<file path="config.mk">
export PLATFORM = sky130hd
export DESIGN_NAME = ora_seq_checker_table
export DESIGN_NICKNAME = d
export VERILOG_FILES = /design/src/rtl/ora_seq_checker_table.sv
export SDC_FILE = /design/constraint.sdc
export NUM_CORES = 1
export LEC_CHECK = 0
export ABC_AREA = 1
export CORE_MARGIN = 3
export CORE_UTILIZATION = 30
export CTS_CLUSTER_DIAMETER = 80
export CTS_CLUSTER_SIZE = 14
export DETAILED_ROUTE_END_ITERATION = 10
export GPL_TIMING_DRIVEN = 0
export PLACE_DENSITY = 0.46
export SYNTH_ARGS = -nofsm -noshare
export SYNTH_HDL_FRONTEND = slang
export SYNTH_SLANG_ARGS = --single-unit
export TNS_END_PERCENT = 1
</file>
<file path="constraint.sdc">
create_clock -name clk -period 2.9 [get_ports clk]
set_input_delay 0.29 -clock clk [delete_from_list [all_inputs] [get_ports clk]]
set_output_delay 0.29 -clock clk [all_outputs]
set_load 0.02 [all_outputs]
</file>
<file path="src/rtl/ora_seq_checker_table.sv">
`default_nettype none
// ------------------------------------------------------------------
// ora_seq_checker_table : per-ID expected sequence and completion count
// rev 1.0
// ------------------------------------------------------------------
module ora_seq_checker_table #(
   parameter int NUM_SRC    = 4,
   parameter int SW         = 16,
   parameter int IDX_W      = 2,
   parameter int DONE_COUNT = 1000
) (
   input  wire logic             clk,
   input  wire logic             rst,
   input  wire logic [IDX_W-1:0] i_idx,
   output logic      [SW-1:0]    o_exp_seq,
   input  wire logic             i_we,
   input  wire logic             i_clean,
   input  wire logic [SW-1:0]    i_seq,
   output logic                  o_done
);
   localparam int            CW     = $clog2(DONE_COUNT + 1);
   localparam logic [CW-1:0] C_DONE = CW'(DONE_COUNT);

   logic [SW-1:0]      r_exp [NUM_SRC];
   logic [CW-1:0]      r_cnt [NUM_SRC];
   logic [NUM_SRC-1:0] w_at_done;

   // Read and write share one stage, so a same-ID packet in the next
   // cycle always reads the value written by its predecessor.
   assign o_exp_seq = r_exp[i_idx];

   always_ff @(posedge clk or negedge rst) begin
      if (!rst) begin
         for (int i = 0; i < NUM_SRC; i++) begin
            r_exp[i] <= SW'(1);
            r_cnt[i] <= '0;
         end
      end else if (i_we) begin
         r_exp[i_idx] <= i_seq + SW'(1);
         if (i_clean && (r_cnt[i_idx] != C_DONE)) begin
            r_cnt[i_idx] <= r_cnt[i_idx] + CW'(1);
         end
      end
   end

   generate
      for (genvar g = 0; g < NUM_SRC; g++) begin : g_done
         assign w_at_done[g] = (r_cnt[g] == C_DONE);
      end
   endgenerate

   // Counts saturate and only clear on reset, so done is inherently sticky.
   assign o_done = &w_at_done;

endmodule
`default_nettype wire

</file>
Word-level counts from Yosys, hierarchy flattened:

Cells that the tools add are included.

* equality and inequality tests: 5
* bitwise logic cells: 1
* reduce and logical (&&, ||, !) cells: 4
* $lt $le $gt $ge: 2
* add/subtract/negate cells: 2
* muxes and demuxes: 12

Operators by type and width (number)
* $bwmux W64: 1
* $mux W16: 3
* $bwmux W40: 1
* $eq A10 B10 Y1 const B: 4
* $bmux W16 S2: 1
* $demux W16 S2: 1
* $mux W10: 3
* $bmux W10 S2: 1
* $demux W10 S2: 1
* $add A16 B1 Y16 const B: 1
* $add A10 B1 Y10 const B: 1
* $ne A10 B10 Y1 const B: 1
* $reduce_and A4 Y1: 1
* $ge A3 B3 Y1 const B: 1
* $lt A3 B1 Y1 const B: 1
* $not A2 Y3: 1
* $logic_and A1 B1 Y1: 2
* $reduce_and A2 Y1: 1

* bits of input ports: 22
* word-level logic and storage cells: 34
* output and inout bits: 17
* register bits: 104

Depth between registers and ports, before layout:

* word-level depth: 7
* depth in mapped cells: 16
* depth with buffers taken out: 14

Worst setup path before layout:

OpenSTA, ideal clock, no wires.

* path kind: input to register
* from: input i_idx[0]
* to: register r_cnt[39] in the netlist's numbering
* data required time: 2.784 ns
* arrival time: 1.768 ns
* buffers on the path: 3
* setup time: 0.116 ns
* stages: 16
* setup slack: 1.016 ns
* cell sequence: buf_6 -> inv_6 -> buf_6 -> nand2_2 -> nor2_1 -> nor2_1 -> nand2_1 -> inv_1 -> ha_1 -> inv_1 -> nor2_2 -> nand3_4 -> nand3_4 -> buf_8 -> nand2_1 -> nand2_1

* longest elaborated chain between the ends: 7
* elaborated cells between the ends (all ways): 14
* classes of those cells: add/sub: 1; order compare: 2; eq/ne: 1; mux: 6; bitwise: 1; reduce/logical: 3

RTL lines
* start, declared: RTL line 14 `input wire logic [IDX_W-1:0] i_idx,`
* $not A2 Y3 (implied by the code) (*): RTL line 40, 41
* branches (longest 6 deep; another with $add A10 B1 Y10)
* end signal, assigned by index: RTL line 41 `r_cnt[i_idx] <= r_cnt[i_idx] + CW'(1);`
* end, declared: RTL line 25 `logic [CW-1:0] r_cnt [NUM_SRC];`

Mark *: on every way between the ends. The select of a mux whose other input is x is not followed.
A chain may end at the register's enable or synchronous reset.

Worst setup path after layout:

* from: input i_idx[1]
* to: output o_exp_seq[10]

* longest elaborated chain between the ends: 4

RTL lines
* $not A2 Y3 (implied by the code): RTL line 30 `assign o_exp_seq = r_exp[i_idx];`
* $bmux W16 S2: RTL line 30
* $mux W16 (implied by the code) (2 in a row): RTL line 30
* end, declared: RTL line 15 `output logic [SW-1:0] o_exp_seq,`

Every way passes these cells. The select of a mux whose other input is x is not followed.

==> results.py <==
metrics = {
    "run_status": {
        "status": "finished, violations left",
        "violations": "hold timing",
    },
    "layout": {
        "num-fill-cells": 1841,
        "final_core_util_pct": 36.37,
        "regArea_um2": 2608,
        "final_area_um2": 6335,
        "stdcell_count": 962,
        "nets": 757,
        "syn2layout_area_growth_pct": 17.96,
        "n_antenna_cell": 0,
        "multi_input_area_um2": 2419,
        "drive_above_1_share_pct": 7.870,
        "most-common-layout-cells": "nand2_1, dfrtp_1, o21ai_0",
        "final_common_cell": "nand2_1",
    },
    "sta": {
        "rsz0062_at_grt": "no",
        "fmax_mhz": 373.7,
        "worstMarginPinSlew_ns": 0.7635,
        "fin_crit_sh_pct": 92.26,
        "hold_viol": 12,
        "finClkSkew_ns": 0.003251,
        "final-setup-viol-count": 0,
        "tns_ns": 0,
        "layout_min_cycle_time_ns": 2.676,
        "relSlewSlack_pct": 49.10,
        "finalMaxSlewViolations": 0,
        "worst_slack_ns": 0.2243,
        "whs_ns": -0.01682,
    },
    "floorplanning": {
        "initial_core_util_pct": 30.83,
        "fp.dieW_um": 139.8,
        "coreArea_um2": 17420,
        "io_pins": 39,
        "dieArea_um2": 19540,
        "fp-row-count": 48,
        "chipHeight_um": 139.8,
    },
    "detailed_routing": {
        "route.detailed.drc": 0,
        "drt_wl_total_um": 16320,
        "first_iter_violations": 312,
        "via_per_inst": 4.976,
        "dr.pass1.iters": 5,
        "routedWlPerCell_um": 16.97,
        "ant_nets": 0,
        "vias": 4787,
    },
    "run": {
        "max-cap-violations": 0,
    },
    "clock_tree": {
        "clock_latency_ns": 0.35,
        "cts_buffers": 9,
        "post_cts_resized": 0,
        "cts_tree": "yes",
        "clk_pin_slew_worst_paths_ns": 0.07,
        "cts_hold_buf": 0,
        "clockBufferDepth": 2,
        "htree_levels": 3,
        "clock_sinks": 104,
        "root_buffer": "clkbuf_16",
        "cts_setup_buffers": 0,
    },
    "grt": {
        "antenna_found_initial": 0,
        "grt_max_degree": 54,
        "grt_first_pass_wirelength_um": 25760,
        "grt_pass1_vias": 4621,
        "grt_use_total_pct": 16.89,
        "gr-total-overflow": 0,
    },
    "yosys": {
        "async_flop_share_pct": 100.0,
        "synth_top_area_share_pct": 46.60,
        "synth_area_per_cell_um2": 7.840,
        "synthCells": 685,
        "ys_warn_count": 0,
        "synthesis.nets": 710,
        "synthFlopType": "dfrtp_1",
        "syn_area_um2": 5370,
        "yosysUniqueCellTypes": 35,
        "synth_top_cell_by_area": "dfrtp_1",
        "ys_seq_area_share_pct": 48.56,
        "synthTopCellsByArea": "dfrtp_1, nand2_1, o21ai_0, o21ai_1, a22oi_1",
        "synth_edf_count": 0,
        "ys_seq_elements": 104,
    },
    "worst_setup_path": {
        "cp_max_fo": 10,
        "crit_required_ns": 2.61,
        "start_kind": "primary input",
        "r2r_setup_slack_ns": 0.91,
        "crit_type": "primary input to output pin",
        "crit_path_max_incr_delay_ns": 0.62,
        "cpMaxStageDelayCell": "clkdlybuf4s50_1",
        "end_kind": "output pin",
        "crit_chain": "buf_4 > nor2_2 > buf_4 > clkbuf_1 > a22oi_1 > nand2_1 > clkdlybuf4s50_1",
        "crit_path_frequent_cell": "buf_4",
        "crit_arrival_ns": 2.39,
    },
    "pwr": {
        "p_per_area_nw_per_um2": 603.4,
        "p_int_mw": 2.679,
        "swShare_pct": 29.92,
        "leakage_nw": 2.942,
        "report.power.total_mw": 3.823,
        "clockPowerShare_pct": 33.2,
        "comb_power_share_pct": 19.6,
        "pwr-share-seq_pct": 47.1,
        "power.switching_mw": 1.144,
        "ir_worst_vdd_mv": 0.3401,
    },
    "placed_design": {
        "dp_slack_ns": 0.1915,
        "place_congestion": 0.8092,
        "dp_cells": 946,
        "hpwl_um": 11270,
        "numPortBuffers": 35,
        "post_dp_cell_area_um2": 6027,
    },
    "min_path": {
        "worst_hold_path_type": "primary input to async pin",
    },
}
==> cell usage after synthesis (3+ instances only) <==
cell type,instances
clkinv_1,3
o221ai_1,4
nand3_4,5
clkbuf_1,12
nor3_1,5
dfrtp_1,100
o21ai_1,36
nor2_1,30
nor2_2,9
inv_1,36
a22oi_1,24
nand3_1,27
ha_1,3
nand2_2,4
buf_6,7
o21ai_0,40
dfstp_2,4
xor2_1,9
inv_2,3
nand2_1,296
nand4_1,9
==> state kept, by name (all words and copies together) (netlist names) <==
signal,flops
r_cnt,40
r_exp,64
==> path summary, 6_finish.rpt <==
path | from | end | depth (start not counted)
max reg2reg | r_cnt[10] | r_cnt[39] | 13
min reg2reg | r_exp[62] | r_exp[62] | 2
min | rst | r_cnt[33] | 1
max | i_idx[1] | o_exp_seq[10] | 7
min in group clk | r_exp[62] | r_exp[62] | 2
max in group asynchronous | rst | r_exp[32] | 2
==> cell families after synthesis <==
logic type	share of synthesized area (%)
xor+xnor	1.794
flops	48.56
compound gates	11.63
buf+inv	6.407
fa+ha+maj	0.6990
simple gates	30.92
==> per-layer routing <==
layer	global-route usage [%]	part of all wire, %
met3	3.677	5.0
met4	4.131	1.3
met1	22.90	46
met2	27.60	48
met5	0	0
==> power groups by stage <==
stage,clock network [mW],registers (mW),logic [mW]
after floorplan,0,1.79,0.478
after global placement,0,1.82,0.739
after detailed placement,0,1.82,0.755
after CTS,1.30,1.80,0.759
after global routing,1.38,1.83,0.849
final,1.27,1.80,0.750
==> final cells by class <==
cell class | count | share of cell area [%]
Buffer | 25 | 2.805
Tap cell | 225 | 4.444
Sequential cell | 104 | 41.16
Clock inverter | 4 | 0.8098
Multi-Input combinational cell | 513 | 38.18
Timing Repair Buffer | 36 | 5.925
Inverter | 43 | 2.627
Clock buffer | 12 | 4.049
==> critical path, delay by kind of cell <==
kind	cells	cell delay (ns)
buf+inv	4	1.62
compound gates	1	0.19
simple gates	2	0.27
No activity file was read; power rests on OpenSTA's default activity.
